$ cat src/rtl/axi_riscv_rsv_pkg.sv
// Shared types for the LR/SC reservation table: the entry record and the
// helper that reduces a byte address to its reservation granule.
package axi_riscv_rsv_pkg;

  // Entries are stored at the widest supported address/ID width. Narrower
  // configurations zero-extend, so comparisons stay exact.
  localparam int unsigned RSV_ADDR_MAX_W = 64;
  localparam int unsigned RSV_ID_MAX_W   = 16;

  typedef logic [RSV_ADDR_MAX_W-1:0] rsv_gran_t;

  typedef struct packed {
    logic                    valid;
    logic [RSV_ID_MAX_W-1:0] id;
    rsv_gran_t               gran;
  } rsv_entry_t;

  function automatic rsv_gran_t rsv_gran_of(input logic [RSV_ADDR_MAX_W-1:0] addr,
                                            input int unsigned gran_log2);
    return addr >> gran_log2;
  endfunction

endpackage

$ cat src/rtl/axi_riscv_rsv_alloc.sv
// Slot allocation for the reservation table: lowest-index free-slot finder
// and the round-robin victim pointer used when the table is full.
module axi_riscv_rsv_alloc #(
  parameter int unsigned NUM_RSV = 4,
  parameter int unsigned IDX_W   = (NUM_RSV > 1) ? $clog2(NUM_RSV) : 1
) (
  input  logic               clk_i,
  input  logic               rst_i,
  input  logic [NUM_RSV-1:0] valid_i,
  input  logic               evict_i,
  output logic               free_o,
  output logic [IDX_W-1:0]   free_idx_o,
  output logic [IDX_W-1:0]   victim_idx_o
);

  logic [IDX_W-1:0] ptr_q, ptr_d;

  // Lowest-index free slot: scan downwards so the last hit is the lowest.
  always_comb begin
    free_o     = 1'b0;
    free_idx_o = '0;
    for (int i = NUM_RSV - 1; i >= 0; i--) begin
      if (!valid_i[i]) begin
        free_o     = 1'b1;
        free_idx_o = IDX_W'(i);
      end
    end
  end

  // Pointer increment wraps at NUM_RSV, which need not be a power of two.
  always_comb begin
    ptr_d = (ptr_q == IDX_W'(NUM_RSV - 1)) ? '0 : ptr_q + 1'b1;
  end

  // Victim pointer advances only when an eviction actually happens.
  always_ff @(posedge clk_i) begin
    if (rst_i) begin
      ptr_q <= '0;
    end else if (evict_i) begin
      ptr_q <= ptr_d;
    end
  end

  assign victim_idx_o = ptr_q;

endmodule

$ cat src/rtl/axi_riscv_rsv_table.sv
// LR/SC reservation table for an AXI RISC-V atomics adapter.
// Same-cycle ordering: SC check on start-of-cycle state, then write/SC
// invalidations, then LR allocation, so an LR always survives.
// Optional macro AXI_RISCV_RSV_STATS_EN enables saturating SC ok/fail counters.
module axi_riscv_rsv_table
  import axi_riscv_rsv_pkg::*;
#(
  parameter int unsigned           ADDR_WIDTH = 64,
  parameter int unsigned           ID_WIDTH   = 4,
  parameter int unsigned           NUM_RSV    = 4,
  parameter int unsigned           GRAN_LOG2  = 3,
  parameter logic [ADDR_WIDTH-1:0] ADDR_BEGIN = '0,
  parameter logic [ADDR_WIDTH-1:0] ADDR_END   = ADDR_WIDTH'(64'h0000_7fff_ffff_ffff)
) (
  input  logic                         clk_i,
  input  logic                         rst_i,
  input  logic                         lr_valid_i,
  output logic                         lr_ready_o,
  input  logic [ADDR_WIDTH-1:0]        lr_addr_i,
  input  logic [ID_WIDTH-1:0]          lr_id_i,
  input  logic                         sc_valid_i,
  output logic                         sc_ready_o,
  input  logic [ADDR_WIDTH-1:0]        sc_addr_i,
  input  logic [ID_WIDTH-1:0]          sc_id_i,
  output logic                         sc_resp_valid_o,
  input  logic                         sc_resp_ready_i,
  output logic                         sc_resp_ok_o,
  output logic [ID_WIDTH-1:0]          sc_resp_id_o,
  input  logic                         wr_valid_i,
  input  logic [ADDR_WIDTH-1:0]        wr_addr_i,
  output logic [$clog2(NUM_RSV+1)-1:0] rsv_count_o,
  output logic [31:0]                  sc_ok_cnt_o,
  output logic [31:0]                  sc_fail_cnt_o
);

  localparam int unsigned IDX_W = (NUM_RSV > 1) ? $clog2(NUM_RSV) : 1;
  localparam int unsigned CNT_W = $clog2(NUM_RSV + 1);

  rsv_entry_t entry_q [NUM_RSV];
  rsv_entry_t entry_d [NUM_RSV];
  logic [NUM_RSV-1:0] mid_valid;
  logic [CNT_W-1:0]   cnt_q, cnt_d;

  logic                sc_resp_valid_q, sc_resp_ok_q;
  logic [ID_WIDTH-1:0] sc_resp_id_q;

  logic             sc_fire, sc_ok, lr_hit, evict;
  logic             lr_in_range, sc_in_range;
  logic             free;
  logic [IDX_W-1:0] free_idx, victim_idx;

  rsv_gran_t                lr_gran, sc_gran, wr_gran;
  logic [RSV_ID_MAX_W-1:0]  lr_id_x, sc_id_x;

  assign lr_gran = rsv_gran_of(RSV_ADDR_MAX_W'(lr_addr_i), GRAN_LOG2);
  assign sc_gran = rsv_gran_of(RSV_ADDR_MAX_W'(sc_addr_i), GRAN_LOG2);
  assign wr_gran = rsv_gran_of(RSV_ADDR_MAX_W'(wr_addr_i), GRAN_LOG2);
  assign lr_id_x = RSV_ID_MAX_W'(lr_id_i);
  assign sc_id_x = RSV_ID_MAX_W'(sc_id_i);

  // Offset form of the closed-interval check avoids a constant compare at ADDR_BEGIN = 0.
  assign lr_in_range = (lr_addr_i - ADDR_BEGIN) <= (ADDR_END - ADDR_BEGIN);
  assign sc_in_range = (sc_addr_i - ADDR_BEGIN) <= (ADDR_END - ADDR_BEGIN);

  assign lr_ready_o = 1'b1;
  assign sc_ready_o = !sc_resp_valid_q || sc_resp_ready_i;
  assign sc_fire    = sc_valid_i && sc_ready_o;

  // SC outcome against the table as it stood at the start of the cycle.
  always_comb begin
    sc_ok = 1'b0;
    for (int i = 0; i < NUM_RSV; i++) begin
      if (entry_q[i].valid && entry_q[i].id == sc_id_x && entry_q[i].gran == sc_gran) begin
        sc_ok = sc_in_range;
      end
    end
  end

  // Validity after write-snoop and SC invalidations, before any LR.
  always_comb begin
    mid_valid = '0;
    for (int i = 0; i < NUM_RSV; i++) begin
      mid_valid[i] = entry_q[i].valid;
      if (wr_valid_i && entry_q[i].gran == wr_gran)        mid_valid[i] = 1'b0;
      if (sc_fire && entry_q[i].id == sc_id_x)             mid_valid[i] = 1'b0;
      if (sc_fire && sc_ok && entry_q[i].gran == sc_gran)  mid_valid[i] = 1'b0;
    end
  end

  axi_riscv_rsv_alloc #(
    .NUM_RSV (NUM_RSV),
    .IDX_W   (IDX_W)
  ) i_alloc (
    .clk_i        (clk_i),
    .rst_i        (rst_i),
    .valid_i      (mid_valid),
    .evict_i      (evict),
    .free_o       (free),
    .free_idx_o   (free_idx),
    .victim_idx_o (victim_idx)
  );

  // LR applied last: refresh a same-ID entry, else take a free slot, else evict.
  always_comb begin
    entry_d = entry_q;
    lr_hit  = 1'b0;
    evict   = 1'b0;
    for (int i = 0; i < NUM_RSV; i++) entry_d[i].valid = mid_valid[i];
    if (lr_valid_i && lr_in_range) begin
      for (int i = 0; i < NUM_RSV; i++) begin
        if (mid_valid[i] && entry_q[i].id == lr_id_x) begin
          lr_hit          = 1'b1;
          entry_d[i].gran = lr_gran;
        end
      end
      if (!lr_hit) begin
        evict = !free;
        for (int i = 0; i < NUM_RSV; i++) begin
          if ((free && IDX_W'(i) == free_idx) || (!free && IDX_W'(i) == victim_idx)) begin
            entry_d[i] = '{valid: 1'b1, id: lr_id_x, gran: lr_gran};
          end
        end
      end
    end
  end

  // Population count of the next table for the registered count output.
  always_comb begin
    cnt_d = '0;
    for (int i = 0; i < NUM_RSV; i++) cnt_d = cnt_d + CNT_W'(entry_d[i].valid);
  end

  // Table and count registers.
  always_ff @(posedge clk_i) begin
    if (rst_i) begin
      for (int i = 0; i < NUM_RSV; i++) entry_q[i] <= '0;
      cnt_q <= '0;
    end else begin
      entry_q <= entry_d;
      cnt_q   <= cnt_d;
    end
  end

  // SC response register: loaded on accept, held until the handshake.
  always_ff @(posedge clk_i) begin
    if (rst_i) begin
      sc_resp_valid_q <= 1'b0;
      sc_resp_ok_q    <= 1'b0;
      sc_resp_id_q    <= '0;
    end else if (sc_fire) begin
      sc_resp_valid_q <= 1'b1;
      sc_resp_ok_q    <= sc_ok;
      sc_resp_id_q    <= sc_id_i;
    end else if (sc_resp_ready_i) begin
      sc_resp_valid_q <= 1'b0;
    end
  end

  assign sc_resp_valid_o = sc_resp_valid_q;
  assign sc_resp_ok_o    = sc_resp_ok_q;
  assign sc_resp_id_o    = sc_resp_id_q;
  assign rsv_count_o     = cnt_q;

`ifdef AXI_RISCV_RSV_STATS_EN
  logic [31:0] ok_cnt_q, fail_cnt_q;

  // Saturating outcome counters, bumped when a response is handed off.
  always_ff @(posedge clk_i) begin
    if (rst_i) begin
      ok_cnt_q   <= '0;
      fail_cnt_q <= '0;
    end else if (sc_resp_valid_q && sc_resp_ready_i) begin
      if (sc_resp_ok_q) begin
        if (ok_cnt_q != 32'hFFFF_FFFF) ok_cnt_q <= ok_cnt_q + 32'd1;
      end else begin
        if (fail_cnt_q != 32'hFFFF_FFFF) fail_cnt_q <= fail_cnt_q + 32'd1;
      end
    end
  end

  assign sc_ok_cnt_o   = ok_cnt_q;
  assign sc_fail_cnt_o = fail_cnt_q;
`else
  assign sc_ok_cnt_o   = '0;
  assign sc_fail_cnt_o = '0;
`endif

endmodule

$ cat config.mk
export PLATFORM = sky130hd
export DESIGN_NAME = axi_riscv_rsv_table
export DESIGN_NICKNAME = d
export VERILOG_FILES = /design/src/rtl/axi_riscv_rsv_pkg.sv /design/src/rtl/axi_riscv_rsv_alloc.sv /design/src/rtl/axi_riscv_rsv_table.sv
export SDC_FILE = /design/constraint.sdc
export NUM_CORES = 1
export LEC_CHECK = 0
export BUFFER_PORTS_ARGS = -buffer_cell sky130_fd_sc_hd__buf_4
export CAP_MARGIN = 20
export CORE_UTILIZATION = 30
export DETAILED_ROUTE_END_ITERATION = 12
export PLACE_DENSITY = 0.6
export SYNTH_ARGS = -nofsm -noshare
export SYNTH_HDL_FRONTEND = slang
export SYNTH_SLANG_ARGS = --single-unit
export TNS_END_PERCENT = 50
$ cat constraint.sdc
create_clock -name clk_i -period 4.71 [get_ports clk_i]
set_input_delay 0.2355 -clock clk_i [delete_from_list [all_inputs] [get_ports clk_i]]
set_output_delay 0.2355 -clock clk_i [all_outputs]
set_load 0.05 [all_outputs]
## After elaboration in Yosys (flattened, before gate mapping)

Index checks and enable logic that the tools add are counted.

- Bits in registers: 287
- Output and inout port bits: 75
- Word-level logic and storage cells: 140

- Add/subtract/negate cells: 4
- $lt $le $gt $ge: 2
- Equality and inequality tests: 23
- Muxes and demuxes: 44
- Bitwise operators: 1
- Reductions and logical operators: 49

Operator list:

| operator | count |
|---|---|
| $mux 324 | 2 |
| $eq 64x61->1 | 8 |
| $mux 81 | 4 |
| $mux 64 | 4 |
| $le 64x47->1 const B | 2 |
| $logic_and 1x1->1 | 35 |
| $eq 4x4->1 | 8 |
| $mux 1 | 29 |
| $reduce_and 3->1 | 4 |
| $mux 2 | 5 |
| $eq 2x2->1 const A | 4 |
| $logic_or 1x1->1 | 5 |
| $eq 1x2->1 const A | 2 |
| $logic_not 2->1 | 2 |
| $add 2x1->3 | 1 |
| $add 3x1->3 | 1 |
| $add 1x1->2 | 1 |
| $add 2x1->2 const B | 1 |
| $eq 2x2->1 const B | 1 |
| $logic_not 1->1 | 2 |
| $reduce_bool 2->1 | 1 |
| $not 1->1 | 1 |

## Longest topological paths before layout

- Depth in word-level cells: 23
- Mapped depth: 16
- Depth with buffers taken out: 14

## By module

Synthesis repeated with hierarchy kept, for this count alone.

- Cell total of the unflattened synthesis: 1,914
- Area, all modules: 17,867.1 um^2

Modules (own cells, without submodules):

| module | times used | cells each | area an instance (um^2) |
|---|---|---|---|
| axi_riscv_rsv_table | 1 | 1,901 | 17,752.0 |
| axi_riscv_rsv_alloc | 1 | 13 | 115.1 |

## Least setup slack after synthesis

OpenSTA, ideal clock, no wires.

- Path type: register to register
- Start: reg sc_resp_valid_q (netlist: sc_resp_valid_o)
- End: reg cnt_q[1] (netlist: rsv_count_o[1])
- Setup time: 128 ps
- Arrival: 4,087 ps
- Data required time: 4,582 ps
- Slack: 494 ps
- Cell stages (with the launch flop): 16
- Clock period less this slack: 4,216 ps
- Path through: dfxtp_1 -> nand2b_1 -> buf_2 -> nand2_1 -> or4_1 -> or3_1 -> a211o_1 -> o2bb2ai_2 -> a211oi_4 -> buf_6 -> nand2_1 -> nand2_1 -> fa_1 -> ha_1 -> ha_1 -> nor2b_1

RTL lines:

| element | line | source |
|---|---|---|
| from (decl) | axi_riscv_rsv_table.sv:44 | `logic sc_resp_valid_q, sc_resp_ok_q;` |
| from (signal assigned) | axi_riscv_rsv_table.sv:147 | `sc_resp_valid_q <= 1'b0;` |
| from (signal assigned) | axi_riscv_rsv_table.sv:151 | `sc_resp_valid_q <= 1'b1;` |
| from (signal assigned) | axi_riscv_rsv_table.sv:155 | `sc_resp_valid_q <= 1'b0;` |
| to (signal assigned) | axi_riscv_rsv_table.sv:140 | `cnt_q <= cnt_d;` |
| to (decl) | axi_riscv_rsv_table.sv:42 | `logic [CNT_W-1:0] cnt_q, cnt_d;` |

==> metrics.yaml <==
detailed_routing:
  first_iter_violations: 1399
  vias: 15500
  wire_per_inst_um: 30.48
  post_drt_via_cell_ratio: 5.220
  final_antenna_net_count: 0
  first_pass_iters: 5
  drc: 0
  routed_wl_um: 90540
critical_path:
  required_ps: 5160
  critPathKind: "register to register"
  crit_arrival_ps: 4910
  start_kind: "register"
  endpoint_kind: "register"
  cp_max_fo: 5
status:
  status: "completed"
yosys:
  async_flop_share: 0
  synth-seq-area-share: 0.3235
  synth-main-ff-cell: "dfxtp_1"
  ys_ff_latch: 287
  yosysUniqueCellTypes: 77
  synth_area_leader_cell: "dfxtp_1"
  synth_area_um2: 17760
  avgSynthCellArea_um2: 9.333
  syn_inst: 1903
  synth-edff-count: 0
  synth_top_area_frac: 0.3235
  ys_warn_count: 0
  synthTopCellsByArea: "dfxtp_1, xor2_1, xnor2_1"
sta:
  fmax_ghz: 0.2242
  hold_violations: 0
  setup-tns-final_ps: 0
  skew_ps: 26.86
  slew_violations: 0
  finalCritPeriodShare: 0.9468
  slew_headroom: 0.3876
  rsz0062_at_grt: "no"
  worst_pin_slew_ps: 918.6
  min_period_ps: 4459
  setup_violations: 0
worst_hold_path:
  hp-class: "input pin to register"
global_routing:
  grt_usage: 0.2969
  grt-ovfl-total: 0
  grt_pass1_vias: 15370
  antenna_found_initial: 2
  grt_pass1_wl_um: 122400
  grt_max_degree: 129
clock_tree:
  clockBufferDepth: 3
  cts_sinks: 287
  cts_tree: "yes"
  clock_latency_ps: 570
  clkTransAtPathRegs_ps: 60
  cts_root_buffer: "clkbuf_16"
  post_cts_buffers: 0
  cts_made_buffers: 37
  htreeDepth: 2
power_and_ir_drop:
  intPower_mw: 4.594
  p_per_area_nw_per_um2: 290.2
  p_leak_nw: 9.368
  vdd_drop_max_uv: 221.0
  swShare: 0.2837
  power_frac_comb: 0.144
  switching_power_mw: 1.820
  p_clk_frac: 0.477
  sequentialPowerShare: 0.379
floorplanning:
  ios: 281
  initial_core_util: 0.3055
  die_w_um: 245.3
  coreArea_um2: 58140
  die-area_um2: 60180
  rows: 88
  die_y_um: 245.3
place:
  gp_congestion: 1.049
  dp.cells: 2889
  dp.final_hpwl_um: 74260
  port_buffers: 206
layout:
  nNetsFinal: 2390
  layout.cells.non_filler: 2970
  area_growth_pct: 24.43
  final_layout_size_suffix_gt1_frac: 0.1878
job:
  maxCapViolCount: 0
[flip-flops by register name, summed over array words and instances (netlist names)]
register and cells:
sc_resp_id_o 4, sc_resp_ok_o 1, entry_q 276, i_alloc.victim_idx_o 2
rsv_count_o 3, sc_resp_valid_o 1
[layer usage]
layer / part of all wire / up-vias / track usage
li1: - / 6897 / -
met2: 0.45 / 799 / 0.4752
met3: 0.076 / 173 / 0.05184
met5: 0.000099 / - / 0
met1: 0.42 / 7631 / 0.3846
met4: 0.055 / 2 / 0.1423
[layout make-up]
| class | instances | area, µm² |
|---|---|---|
| tap | 765 | 957.2 |
| fill | 5905 | 36040 |
| clock buffer | 47 | 1056 |
| clock inverter | 19 | 237.7 |
| antenna | 1 | 2.502 |
| timing repair buffer | 344 | 2796 |
| sequential | 287 | 5746 |
| inverter | 50 | 187.7 |
| multi-input combinational | 1457 | 11120 |
[final timing paths]
check	endpoint	cells after the start	startpoint	slack (ps)
min reg2reg	sc_resp_id_o[3]	2	sc_resp_id_o[3]	460
max	rsv_count_o[1]	15	entry_q[260]	250
max reg2reg	rsv_count_o[1]	15	entry_q[260]	250
min	entry_q[105]	3	lr_addr_i[27]	20
[logic make-up after synthesis]
| kind of cell | after synthesis | synth area share |
|---|---|---|
| flops | 287 | 0.3235 |
| simple gates | 633 | 0.2234 |
| compound gates | 111 | 0.05171 |
| mux | 183 | 0.1031 |
| other cells | 2 | 0.0004228 |
| xor+xnor | 458 | 0.2259 |
| fa+ha+maj | 7 | 0.005354 |
| buf+inv | 222 | 0.06664 |
[worst max-delay path, stage by stage (launching register included)]
cell	delay, ps
dfxtp_1	350
xor2_1	190
nor4_1	630
nand4_1	330
nor4_2	340
buf_4	200
and3_2	200
nor4_2	50
or4b_4	530
a211oi_4	300
nand2_1	110
nand2_1	100
fa_1	430
ha_1	190
ha_1	260
nor2b_1	130
[cells in the mapped netlist, drive strengths merged, types with 3 or more instances]
cell type / count
buf: 102
nor2: 20
or4: 10
a221oi: 4
nand4: 68
a2111o: 3
nor2b: 43
o21ai: 4
o31ai: 3
dfxtp: 287
o2bb2ai: 6
a2111oi: 11
o2111ai: 4
nor3: 12
mux2i: 183
inv: 50
nand3: 30
xor2: 237
a21oi: 22
ha: 6
nand2: 35
clkbuf: 70
nand2b: 233
and2: 22
nor3b: 25
and3b: 35
and3: 5
o221ai: 3
o22ai: 14
xnor2: 221
and4: 3
a21bo: 8
nor4: 85
or3: 3
[power groups by stage]
stage               clock, mW  combinational (mW)  sequential (mW)
CTS                      3.10               0.904             2.43
detailed placement          0               0.891             2.48
global route             3.20               0.940             2.43
finish                   3.06               0.925             2.43
floorplan                   0               0.460             2.49
global placement            0               0.896             2.48
[metrics by stage]
step / power [mW] / setup slack, ps / hold WS (ps) / utilization / instance area [µm²]
6_report: 6.414 / 250.6 / 20.43 / 0.3801 / 22100
4_1_cts: 6.437 / 181.2 / 4.799 / 0.3799 / 22090
3_3_place_gp: 3.381 / 182.0 / 443.6 / 0.3552 / 20650
3_5_place_dp: 3.376 / 209.6 / 450.5 / 0.3552 / 20650
2_1_floorplan: 2.954 / 494.3 / 430.8 / - / 18000
5_1_grt: 6.565 / 81.01 / 33.77 / 0.3801 / 22100
[placed cells by master, fill, tap and decap left out, types with 4 or more instances in the layout]
cell type      instances
a2111oi_0              9
a21bo_1                8
a21oi_1               22
a221oi_1               4
and2_1                22
and3_1                 4
and3b_1               35
buf_12                14
buf_4                315
bufinv_16              5
clkbuf_16             39
clkbuf_8               5
clkinv_2               8
clkinvlp_4             4
conb_1                65
dfxtp_1              287
dlygate4sd3_1         14
ha_1                   6
inv_1                 48
mux2i_1              183
nand2_1               35
nand2b_1             233
nand3_1               30
nand4_1               68
nor2_1                20
nor2b_1               43
nor3_1                10
nor3b_1               25
nor4_1                81
o2111ai_1              4
o22ai_1               14
o2bb2ai_1              5
or4_1                  9
xnor2_1              221
xor2_1               237
[timing repair]
action / CTS / global route
hold endpoints to repair: 21 / 0
gates resized for setup: 0 / 2
endpoints found under the setup margin: 0 / 1
hold buffers: 14 / 0
Power figures use the tool's default switching activity.
